$ cat config.mk
export PLATFORM = sky130hd
export DESIGN_NAME = div8bc2_escalar_seq_flat
export DESIGN_NICKNAME = d
export VERILOG_FILES = /design/src/rtl/div8bc2_escalar_seq_pkg.sv /design/src/rtl/div8bc2_escalar_seq_if.sv /design/src/rtl/div8bc2_escalar_seq_div_restoring_step.sv /design/src/rtl/div8bc2_escalar_seq.sv /design/src/flat_wrapper.sv
export SDC_FILE = /design/constraint.sdc
export NUM_CORES = 1
export LEC_CHECK = 0
export ABC_AREA = 1
export BUFFER_PORTS_ARGS = -buffer_cell sky130_fd_sc_hd__buf_2
export CORE_MARGIN = 2
export CORE_UTILIZATION = 45
export CTS_BUF_LIST = sky130_fd_sc_hd__clkbuf_4
export CTS_CLUSTER_SIZE = 30
export DETAILED_ROUTE_END_ITERATION = 16
export GPL_TIMING_DRIVEN = 1
export HOLD_SLACK_MARGIN = 0.12
export PLACE_DENSITY = 0.71
export RECOVER_POWER = 25
export SETUP_SLACK_MARGIN = 0.2
export SLEW_MARGIN = 10
export SYNTH_ARGS = -nofsm -noshare
export SYNTH_HDL_FRONTEND = slang
export SYNTH_HIERARCHICAL = 1
export SYNTH_SLANG_ARGS = --single-unit
export TNS_END_PERCENT = 5
$ cat constraint.sdc
create_clock -name clk -period 3.9 [get_ports clk]
set_clock_uncertainty 0.2 [all_clocks]
set_input_delay 0 -clock clk [delete_from_list [all_inputs] [get_ports clk]]
set_output_delay 0 -clock clk [all_outputs]
set_load 0.03 [all_outputs]
$ cat src/rtl/div8bc2_escalar_seq_pkg.sv
// Shared definitions for the iterative signed divider: FSM encodings and
// width-dependent saturation bounds (also used by the companion multiplier).
package div8bc2_escalar_seq_pkg;

  localparam int DEF_WIDTH = 8;

  typedef enum logic [1:0] {
    ST_IDLE = 2'd0,
    ST_DIV  = 2'd1,
    ST_FIX  = 2'd2
  } state_t;

  // Bounds of a w-bit two's-complement value, valid for 2 <= w <= 31.
  function automatic int sat_max(input int w);
    return (1 << (w - 1)) - 1;
  endfunction

  function automatic int sat_min(input int w);
    return -(1 << (w - 1));
  endfunction

endpackage

$ cat src/rtl/div8bc2_escalar_seq_if.sv
// Operand/result bundle of the divider. A request is start=1 while busy=0;
// it is consumed on that clock edge. Results are valid from the done pulse and held until the next one.
interface div8bc2_escalar_seq_if
  import div8bc2_escalar_seq_pkg::*;
#(
  parameter int WIDTH = DEF_WIDTH
) ();

  logic             start;
  logic [WIDTH-1:0] a;
  logic [WIDTH-1:0] b;
  logic             busy;
  logic             done;
  logic [WIDTH-1:0] quotient;
  logic [WIDTH-1:0] remainder;
  logic             overflow;
  logic             div_by_zero;
  state_t           dbg_state;

  modport master (
    output start, a, b,
    input  busy, done, quotient, remainder, overflow, div_by_zero, dbg_state
  );

  modport slave (
    input  start, a, b,
    output busy, done, quotient, remainder, overflow, div_by_zero, dbg_state
  );

endinterface

$ cat src/rtl/div8bc2_escalar_seq_div_restoring_step.sv
// One restoring shift-subtract iteration on unsigned magnitudes.
// Assumes i_rem < i_divisor (or i_divisor == 0, whose result is discarded later).
module div_restoring_step #(
  parameter int WIDTH = 8
) (
  input  logic [WIDTH-1:0] i_rem,
  input  logic             i_dvd_bit,
  input  logic [WIDTH-1:0] i_divisor,
  output logic [WIDTH-1:0] o_rem,
  output logic             o_q_bit
);

  logic [WIDTH:0] w_partial;

  assign w_partial = {i_rem, i_dvd_bit};
  assign o_q_bit   = (w_partial >= {1'b0, i_divisor});
  // The true difference is below the divisor, so modular low-bit arithmetic is exact.
  assign o_rem     = o_q_bit ? (w_partial[WIDTH-1:0] - i_divisor) : w_partial[WIDTH-1:0];

endmodule

$ cat src/rtl/div8bc2_escalar_seq.sv
// Iterative signed divider: one quotient bit per clock on magnitudes, then a
// fix-up cycle applies signs, saturation and the divide-by-zero override.
module div8bc2_escalar_seq
  import div8bc2_escalar_seq_pkg::*;
#(
  parameter int WIDTH = DEF_WIDTH
) (
  input  logic                 clk,
  input  logic                 rst_n,
  div8bc2_escalar_seq_if.slave bus
);

  localparam int               CW      = (WIDTH > 2) ? $clog2(WIDTH) : 1;
  localparam logic [WIDTH-1:0] SAT_MAX = WIDTH'(sat_max(WIDTH));
  localparam logic [WIDTH-1:0] SAT_MIN = WIDTH'(sat_min(WIDTH));
  localparam logic [CW-1:0]    CNT_TOP = CW'(WIDTH - 1);

  state_t           r_state;
  logic [CW-1:0]    r_cnt;
  logic [WIDTH-1:0] r_dvd;      // |a| shifting out, quotient magnitude shifting in
  logic [WIDTH-1:0] r_rem;
  logic [WIDTH-1:0] r_divisor;
  logic [WIDTH-1:0] r_a;
  logic             r_sign_q;
  logic             r_b_zero;
  logic             r_busy;
  logic             r_done;
  logic [WIDTH-1:0] r_quot;
  logic [WIDTH-1:0] r_remd;
  logic             r_ovf;
  logic             r_dbz;

  logic [WIDTH-1:0] w_abs_a;
  logic [WIDTH-1:0] w_abs_b;
  logic [WIDTH-1:0] w_step_rem;
  logic             w_step_q;
  logic [WIDTH-1:0] w_fix_q;
  logic [WIDTH-1:0] w_fix_r;
  logic             w_fix_ovf;
  logic             w_fix_dbz;

  // |-2^(W-1)| wraps to the same bit pattern, which is correct as unsigned.
  assign w_abs_a = bus.a[WIDTH-1] ? (~bus.a + 1'b1) : bus.a;
  assign w_abs_b = bus.b[WIDTH-1] ? (~bus.b + 1'b1) : bus.b;

  div_restoring_step #(.WIDTH(WIDTH)) u_step (
    .i_rem     (r_rem),
    .i_dvd_bit (r_dvd[WIDTH-1]),
    .i_divisor (r_divisor),
    .o_rem     (w_step_rem),
    .o_q_bit   (w_step_q)
  );

  always_comb begin
    w_fix_q   = r_sign_q ? (~r_dvd + 1'b1) : r_dvd;
    w_fix_r   = r_a[WIDTH-1] ? (~r_rem + 1'b1) : r_rem;
    w_fix_ovf = 1'b0;
    w_fix_dbz = 1'b0;
    if (r_b_zero) begin
      w_fix_q   = r_a[WIDTH-1] ? SAT_MIN : SAT_MAX;
      w_fix_r   = r_a;
      w_fix_dbz = 1'b1;
    end else if (!r_sign_q && r_dvd[WIDTH-1]) begin
      // Positive magnitude of 2^(W-1): only reachable as -2^(W-1) / -1.
      w_fix_q   = SAT_MAX;
      w_fix_r   = '0;
      w_fix_ovf = 1'b1;
    end
  end

  always_ff @(posedge clk or negedge rst_n) begin
    if (!rst_n) begin
      r_state   <= ST_IDLE;
      r_cnt     <= '0;
      r_dvd     <= '0;
      r_rem     <= '0;
      r_divisor <= '0;
      r_a       <= '0;
      r_sign_q  <= 1'b0;
      r_b_zero  <= 1'b0;
      r_busy    <= 1'b0;
      r_done    <= 1'b0;
      r_quot    <= '0;
      r_remd    <= '0;
      r_ovf     <= 1'b0;
      r_dbz     <= 1'b0;
    end else begin
      r_done <= 1'b0;
      case (r_state)
        ST_IDLE: begin
          if (bus.start) begin
            r_dvd     <= w_abs_a;
            r_divisor <= w_abs_b;
            r_rem     <= '0;
            r_a       <= bus.a;
            r_sign_q  <= bus.a[WIDTH-1] ^ bus.b[WIDTH-1];
            r_b_zero  <= (bus.b == '0);
            r_cnt     <= CNT_TOP;
            r_busy    <= 1'b1;
            r_state   <= ST_DIV;
          end
        end
        ST_DIV: begin
          r_rem <= w_step_rem;
          r_dvd <= {r_dvd[WIDTH-2:0], w_step_q};
          r_cnt <= r_cnt - 1'b1;
          if (r_cnt == '0) r_state <= ST_FIX;
        end
        ST_FIX: begin
          r_quot  <= w_fix_q;
          r_remd  <= w_fix_r;
          r_ovf   <= w_fix_ovf;
          r_dbz   <= w_fix_dbz;
          r_done  <= 1'b1;
          r_busy  <= 1'b0;
          r_state <= ST_IDLE;
        end
        default: r_state <= ST_IDLE;
      endcase
    end
  end

  assign bus.busy        = r_busy;
  assign bus.done        = r_done;
  assign bus.quotient    = r_quot;
  assign bus.remainder   = r_remd;
  assign bus.overflow    = r_ovf;
  assign bus.div_by_zero = r_dbz;
  assign bus.dbg_state   = r_state;

endmodule

$ cat src/flat_wrapper.sv
// flat-port wrapper written by rule: the top's interface ports become plain ports
module div8bc2_escalar_seq_flat import div8bc2_escalar_seq_pkg::*;
#(
  parameter int WIDTH = DEF_WIDTH
)
  (clk, rst_n, bus_start, bus_a, bus_b, bus_busy, bus_done, bus_quotient, bus_remainder, bus_overflow, bus_div_by_zero, bus_dbg_state);
  div8bc2_escalar_seq_if #(.WIDTH(WIDTH)) bus_i ();
  input  logic clk;
  input  logic rst_n;
  input wire logic [$bits(bus_i.start)-1:0] bus_start;
  input wire logic [$bits(bus_i.a)-1:0] bus_a;
  input wire logic [$bits(bus_i.b)-1:0] bus_b;
  output wire logic [$bits(bus_i.busy)-1:0] bus_busy;
  output wire logic [$bits(bus_i.done)-1:0] bus_done;
  output wire logic [$bits(bus_i.quotient)-1:0] bus_quotient;
  output wire logic [$bits(bus_i.remainder)-1:0] bus_remainder;
  output wire logic [$bits(bus_i.overflow)-1:0] bus_overflow;
  output wire logic [$bits(bus_i.div_by_zero)-1:0] bus_div_by_zero;
  output wire logic [$bits(bus_i.dbg_state)-1:0] bus_dbg_state;
  assign bus_i.start = bus_start;
  assign bus_i.a = bus_a;
  assign bus_i.b = bus_b;
  assign bus_busy = bus_i.busy;
  assign bus_done = bus_i.done;
  assign bus_quotient = bus_i.quotient;
  assign bus_remainder = bus_i.remainder;
  assign bus_overflow = bus_i.overflow;
  assign bus_div_by_zero = bus_i.div_by_zero;
  assign bus_dbg_state = bus_i.dbg_state;
  div8bc2_escalar_seq #(.WIDTH(WIDTH)) u_core (.clk(clk), .rst_n(rst_n), .bus(bus_i));
endmodule
Word-level counts from Yosys, hierarchy flattened
Index checks and enable logic that the tools add are counted.
{ "classes": {"reduce_logical": 11, "shifts": 0, "n_mux": 25, "mul": 0, "add_sub_neg": 6, "bitwise_logic": 5, "magnitude_cmp": 1, "div": 0, "n_eq_ne": 4} }
{ "op_table": {"columns": ["operator", "n"], "rows": [
  ["$mux 8", 12],
  ["$add 8x1->8 const B", 4],
  ["$not 8->8", 4],
  ["$pmux 8 s2", 2],
  ["$ge 9x8->1", 1],
  ["$logic_not 8->1", 1],
  ["$reduce_and 2->1", 4],
  ["$sub 8x8->8", 1],
  ["$pmux 3 s2", 1],
  ["$mux 1", 5],
  ["$mux 2", 2],
  ["$pmux 2 s2", 1],
  ["$reduce_bool 2->1", 2],
  ["$logic_not 3->1", 1],
  ["$mux 3", 1],
  ["$sub 3x1->3 const B", 1],
  ["$eq 2x1->1 const B", 1],
  ["$eq 2x2->1 const B", 1],
  ["$logic_not 2->1", 1],
  ["$ne 2x1->1 const B", 1],
  ["$ne 2x2->1 const B", 1],
  ["$pmux 1 s2", 1],
  ["$logic_and 1x1->1", 1],
  ["$logic_not 1->1", 1],
  ["$xor 1x1->1", 1]
]} }
{ "word_totals": {"rom_bits": 0, "register_bits": 59, "mem_bits_rw": 0, "elab_cells": 66, "latchBits": 0, "out_inout_bits": 22, "in_bits": 19, "memories": 0} }

Longest topological paths before layout
{ "logic_depth": {"ltp_word": 5, "mapped_depth": 13, "ltp_nobuf": 13} }

By module
The synthesis kept the hierarchy.
{ "by_module_without_submodules": {"columns": ["mod", "cells_per_inst", "area_per_inst_um2", "seq_area_each_um2", "instances"], "rows": [
  ["div8bc2_escalar_seq", 366, 2977.9, 1476.4, 1],
  ["div_restoring_step", 107, 578.1, 0.0, 1]
]} }

Least setup slack after synthesis
OpenSTA, ideal clock, no wires.
{ "synth_path": {"kind": "register to register", "from": "register u_core.r_rem[1]", "to": "register u_core.r_rem[7]", "path_slack_ns": 2.074, "synth_period_minus_slack_ns": 1.826, "n_path_buf": 0, "setup_time_ns": 0.122, "required_time_ns": 3.578, "path_stages_with_launch": 11, "arrival_time_ns": 1.504, "path_cell_list": "dfrtp_1 > ha_1 > or2_4 > nand3_2 > nand2_2 > nand2_4 > nand2_4 > nand2_2 > nand2_2 > nand2_1 > o21ai_1"} }
{ "synth_between": {"elab_chain_len": 3, "word_cells_on_any_way": 4, "cone_classes": "1 x add/sub; 1 x order compare; 2 x mux"} }
{ "synth_rtl": {"columns": ["item", "line", "rtl"], "rows": [
  ["from (decl)", "div8bc2_escalar_seq.sv:21", "logic [WIDTH-1:0] r_rem;"],
  ["from (signal assigned)", "div8bc2_escalar_seq.sv:104", "r_rem <= w_step_rem;"],
  ["$ge 9x8->1", "div8bc2_escalar_seq_div_restoring_step.sv:16", "assign o_q_bit = (w_partial >= {1'b0, i_divisor});"],
  ["named net u_core.w_step_q", "div8bc2_escalar_seq.sv:36", "logic w_step_q;"],
  ["$mux 8", "div8bc2_escalar_seq_div_restoring_step.sv:18", "assign o_rem = o_q_bit ? (w_partial[WIDTH-1:0] - i_divisor) : w_partial[WIDTH-1:0];"],
  ["named net u_core.w_step_rem[7]", "div8bc2_escalar_seq.sv:35", "logic [WIDTH-1:0] w_step_rem;"],
  ["$pmux 8 s2", "div8bc2_escalar_seq.sv:89", "case (r_state)"]
]} }
The timed path passes the listed nets, and every way through them passes these cells.
A chain may end at the register's enable or synchronous reset.

Worst setup path in the final report
{ "layout_path": {"from": "register u_core.r_state[1] (netlist: u_core/bus.dbg_state[1])", "to": "register u_core.r_dvd[5]"} }
{ "layout_between": {"elab_chain_len": 3, "word_cells_on_any_way": 6, "cone_classes": "2 x eq/ne; 1 x mux; 3 x reduce/logical"} }
{ "layout_rtl": {"columns": ["item", "line", "rtl"], "rows": [
  ["from (decl)", "div8bc2_escalar_seq.sv:18", "state_t r_state;"],
  ["from (signal assigned)", "div8bc2_escalar_seq.sv:73", "r_state <= ST_IDLE;"],
  ["from (signal assigned)", "div8bc2_escalar_seq.sv:100", "r_state <= ST_DIV;"],
  ["from (signal assigned)", "div8bc2_escalar_seq.sv:107", "if (r_cnt == '0) r_state <= ST_FIX;"],
  ["$eq 2x1->1 / $logic_not 2->1 (equally long branches)", "div8bc2_escalar_seq.sv:89", null],
  ["$reduce_bool 2->1 (no line) / $ne 2x2->1 (equally long branches)", null, null],
  ["$reduce_and 2->1 (no line)", null, null],
  ["to (signal assigned)", "div8bc2_escalar_seq.sv:92", "r_dvd <= w_abs_a;"],
  ["to (signal assigned)", "div8bc2_escalar_seq.sv:105", "r_dvd <= {r_dvd[WIDTH-2:0], w_step_q};"],
  ["to (decl)", "div8bc2_escalar_seq.sv:20", "logic [WIDTH-1:0] r_dvd;"]
]} }
Several ways; a longest one is shown, not always the timed one.

==> flow_summary_export.csv <==
group,metric,value,unit
final_layout,post_route_cells_drive_above_1_share,9.78,%
detailed_routing,wl_per_cell,13.3,um
die,starting_utilization_of_the_core_area,46.3,%
detailed_routing,detail_route.vias_per_cell,5.12,
placement,finalWeightedCongestion,0.930,
yosys,synth-warning-count,6,
timing,report.final.slew_viol_count,0,
grt,grt_pass1_wl,14900,um
timing,setup_viol,0,
die,die-area,8630,sq um
grt,grt_antenna_before_repair,0,
detailed_routing,dr_total_vias,3349,
setup_path,chain_of_cells_forming_the_critical_path,"inv_2 -> nand3_1 -> or2_1 -> o211ai_1 -> dlygate4sd3_1",
timing,worst_slew_pin_slew,1.22,ns
power_and_ir_drop,power_density,864,nW/um^2
cts,cts_hold_repair.buffers,34,
timing,aggregate_negative_setup_slack,0,ns
yosys,area_fraction_of_the_dominant_cell_type_after_synthesis,41.5,%
timing,max_freq,368,MHz
yosys,post_synth.cell_area_avg,7.52,sq um
detailed_routing,drt_pre_antenna_iters,5,
yosys,ys.flop_type,"sky130_fd_sc_hd__dfrtp_1",
setup_path,critical_path_required,4.02,ns
timing,finalHoldViolations,0,
detailed_routing,dr.first_iter.drc_count,188,
yosys,post_synth_instance_area,3560,sq um
placement,place.detailed.hpwl,6340,um
cts,clock_tree.htree_level_count,3,
setup_path,startpoint_type,"register",
power_and_ir_drop,irDropWorstVdd,0.000412,V
yosys,synthesis.nets,507,
cts,clkLatencyLatePin,0.40,ns
yosys,yosys.cell_types.count,37,
timing,finalCritPeriodShare,69.7,%
setup_path,cp_slowest_cell,"sky130_fd_sc_hd__nand3_1",
die,rows,32,
cts,worst_setup_hold_path_clk_slew,0.10,ns
yosys,synth.most_common_cell,"sky130_fd_sc_hd__nand2_1",
grt,grt_util_all_layers,21.9,%
final_layout,finish.net_count,582,
timing,rsz0062_at_grt,"no",
grt,globalRouteOverflowTotal,0,
die,die_height,92.9,um
final_layout,final_core_utilization,55.8,%
yosys,ys_top_cells_by_area,"sky130_fd_sc_hd__dfrtp_1, sky130_fd_sc_hd__nand2_1, sky130_fd_sc_hd__inv_1",
cts,post-cts-setup-buffer-count,0,
die,core_region_area,7690,sq um
setup_path,max_stage_delay,0.61,ns
power_and_ir_drop,report.power.total,3.71,mW
cts,cts_tree,"yes",
cts,postCtsResizedCells,0,
power_and_ir_drop,power.leakage,2.18,nW
cts,cts_root_buf,"sky130_fd_sc_hd__clkbuf_4",
final_layout,area_growth,20.6,%
setup_path,worst_setup_path_end_kind,"register",
worst_hold_path,holdCritPathClass,"in2reg",
cts,cts_sinks,59,
grt,maximum_number_of_pins_on_one_net_before_global_route_repair,47,
final_layout,filler_cell_count,756,
final_layout,antenna-diode-count,0,
cts,clockBufferDepth,2,
setup_path,arrival,2.83,ns
timing,timing.slew.headroom,18.0,%
die,die_width,92.9,um
yosys,synth_enable_flop_cells,0,
grt,grt_pass1_vias,3218,
yosys,synth.top_cells.by_count,"sky130_fd_sc_hd__nand2_1, sky130_fd_sc_hd__inv_1, sky130_fd_sc_hd__dfrtp_1, sky130_fd_sc_hd__nand3_1, sky130_fd_sc_hd__o21ai_0",
detailed_routing,final_antenna_net_count,0,
detailed_routing,wl,8670,um
cts,cts-buffers-inserted,9,
detailed_routing,final_routed_drc_violation_total,0,
outcome,status,"finished, final reports clean",
flow_run,cap_violations,0,
setup_path,worst-path-max-fanout,31,
yosys,ys_seq_area_share,41.5,%
yosys,postSynthCellCount,473,
yosys,yosys_register_bits,59,
yosys,async_flop_share,100,%
die,design.portCount,41,
yosys,post-synth-top-area-cell,"sky130_fd_sc_hd__dfrtp_1",
setup_path,worstSetupPathType,"reg2reg",
placement,port-buffer-count,40,
timing,min_period,2.72,ns
per-stage QoR:
stage | area, sq um | worst slack, ns | hold WS [ns] | cells
after floorplan | 3560 | 2.07 | -0.496 | 473
after global placement | 3830 | 1.78 | -0.300 | 605
after detailed placement | 3830 | 1.73 | -0.296 | 605
after CTS | 4320 | 1.16 | 0.255 | 654
after global routing | 4290 | 0.979 | 0.278 | 654
final | 4290 | 1.18 | 0.282 | 654
per-layer routing:
metal  part of all wire [%]  GRT usage [%]  up-vias
met2                     46           34.4       92
met3                    5.3           5.94       18
met5                      0              0        -
li1                       -              -     1684
met4                    1.9           6.74        0
met1                     47           29.7     1555
kinds of logic after synthesis:
family / share of synthesized area, %
compound gates: 14.0
simple gates: 27.3
buf+inv: 9.29
flops: 41.5
xor+xnor: 2.46
fa+ha+maj: 5.49
power by group:
part           switching (mW)  internal (mW)
logic                    1.34          0.755
clock network           0.218          0.252
registers               0.246          0.894
registers in the layout (all words and copies together), names as in the netlist:
name	cells
u_core/bus.quotient	8
u_core/bus.remainder	8
u_core/r_a	8
u_core/r_divisor	8
u_core/r_dvd	8
u_core/r_rem	8
u_core/r_cnt	3
u_core/bus.dbg_state	2
u_core/bus.busy	1
u_core/bus.div_by_zero	1
u_core/bus.done	1
u_core/bus.overflow	1
u_core/r_b_zero	1
u_core/r_sign_q	1
worst max-delay path, delay by kind of cell (launching register included):
kind	cells	cell delay, ns
buffers and inverters	2	0.69
AO/OA/AOI/OAI	1	0.17
AND/OR/NAND/NOR	2	1.10
flip-flops	1	0.48
cell usage in the layout, fill, tap and decap left out, types with 2 or more instances in the layout:
cell and n:
sky130_fd_sc_hd__inv_2 6, sky130_fd_sc_hd__dfrtp_1 59, sky130_fd_sc_hd__clkinv_1 2, sky130_fd_sc_hd__o21ai_0 32
sky130_fd_sc_hd__nor2_4 3, sky130_fd_sc_hd__xnor2_1 2, sky130_fd_sc_hd__clkbuf_1 22, sky130_fd_sc_hd__buf_2 18
sky130_fd_sc_hd__ha_1 14, sky130_fd_sc_hd__o21ai_1 16, sky130_fd_sc_hd__nand4_1 6, sky130_fd_sc_hd__o211ai_1 4
sky130_fd_sc_hd__o221ai_1 2, sky130_fd_sc_hd__nand2_1 130, sky130_fd_sc_hd__bufinv_16 2, sky130_fd_sc_hd__nand2_4 2
sky130_fd_sc_hd__nor2_1 29, sky130_fd_sc_hd__a31oi_1 3, sky130_fd_sc_hd__a21oi_1 13, sky130_fd_sc_hd__nor3_1 2
sky130_fd_sc_hd__a22oi_1 7, sky130_fd_sc_hd__nand2_2 4, sky130_fd_sc_hd__dlygate4sd3_1 34, sky130_fd_sc_hd__nand3_1 41
sky130_fd_sc_hd__clkbuf_4 9, sky130_fd_sc_hd__inv_1 66, sky130_fd_sc_hd__xor2_1 8, sky130_fd_sc_hd__clkinv_2 2
area by class of cell:
cell class,instances,area [sq um],share of cell area [%]
clock inverter,6,81.3,1.90
sequential,59,1480,34.4
clock buffer,9,67.6,1.58
multi-input combinational,330,1740,40.6
timing repair buffer,75,520,12.1
inverter,73,274,6.39
tap,102,128,2.98
worst paths after layout:
path | cells past startpoint | to | slack, ns | from
max reg2reg | 5 | u_core/r_dvd[5] | 1.18 | u_core/bus.dbg_state[1]
max | 5 | u_core/r_dvd[5] | 1.18 | u_core/bus.dbg_state[1]
min | 4 | u_core/r_a[3] | 0.28 | bus_a[3]
min in group asynchronous | 4 | u_core/bus.quotient[1] | 0.58 | rst_n
max in group asynchronous | 4 | u_core/bus.remainder[3] | 2.11 | rst_n
min reg2reg | 2 | u_core/bus.quotient[3] | 0.28 | u_core/bus.quotient[3]
Note: power is estimated with default switching activity, not from simulation.
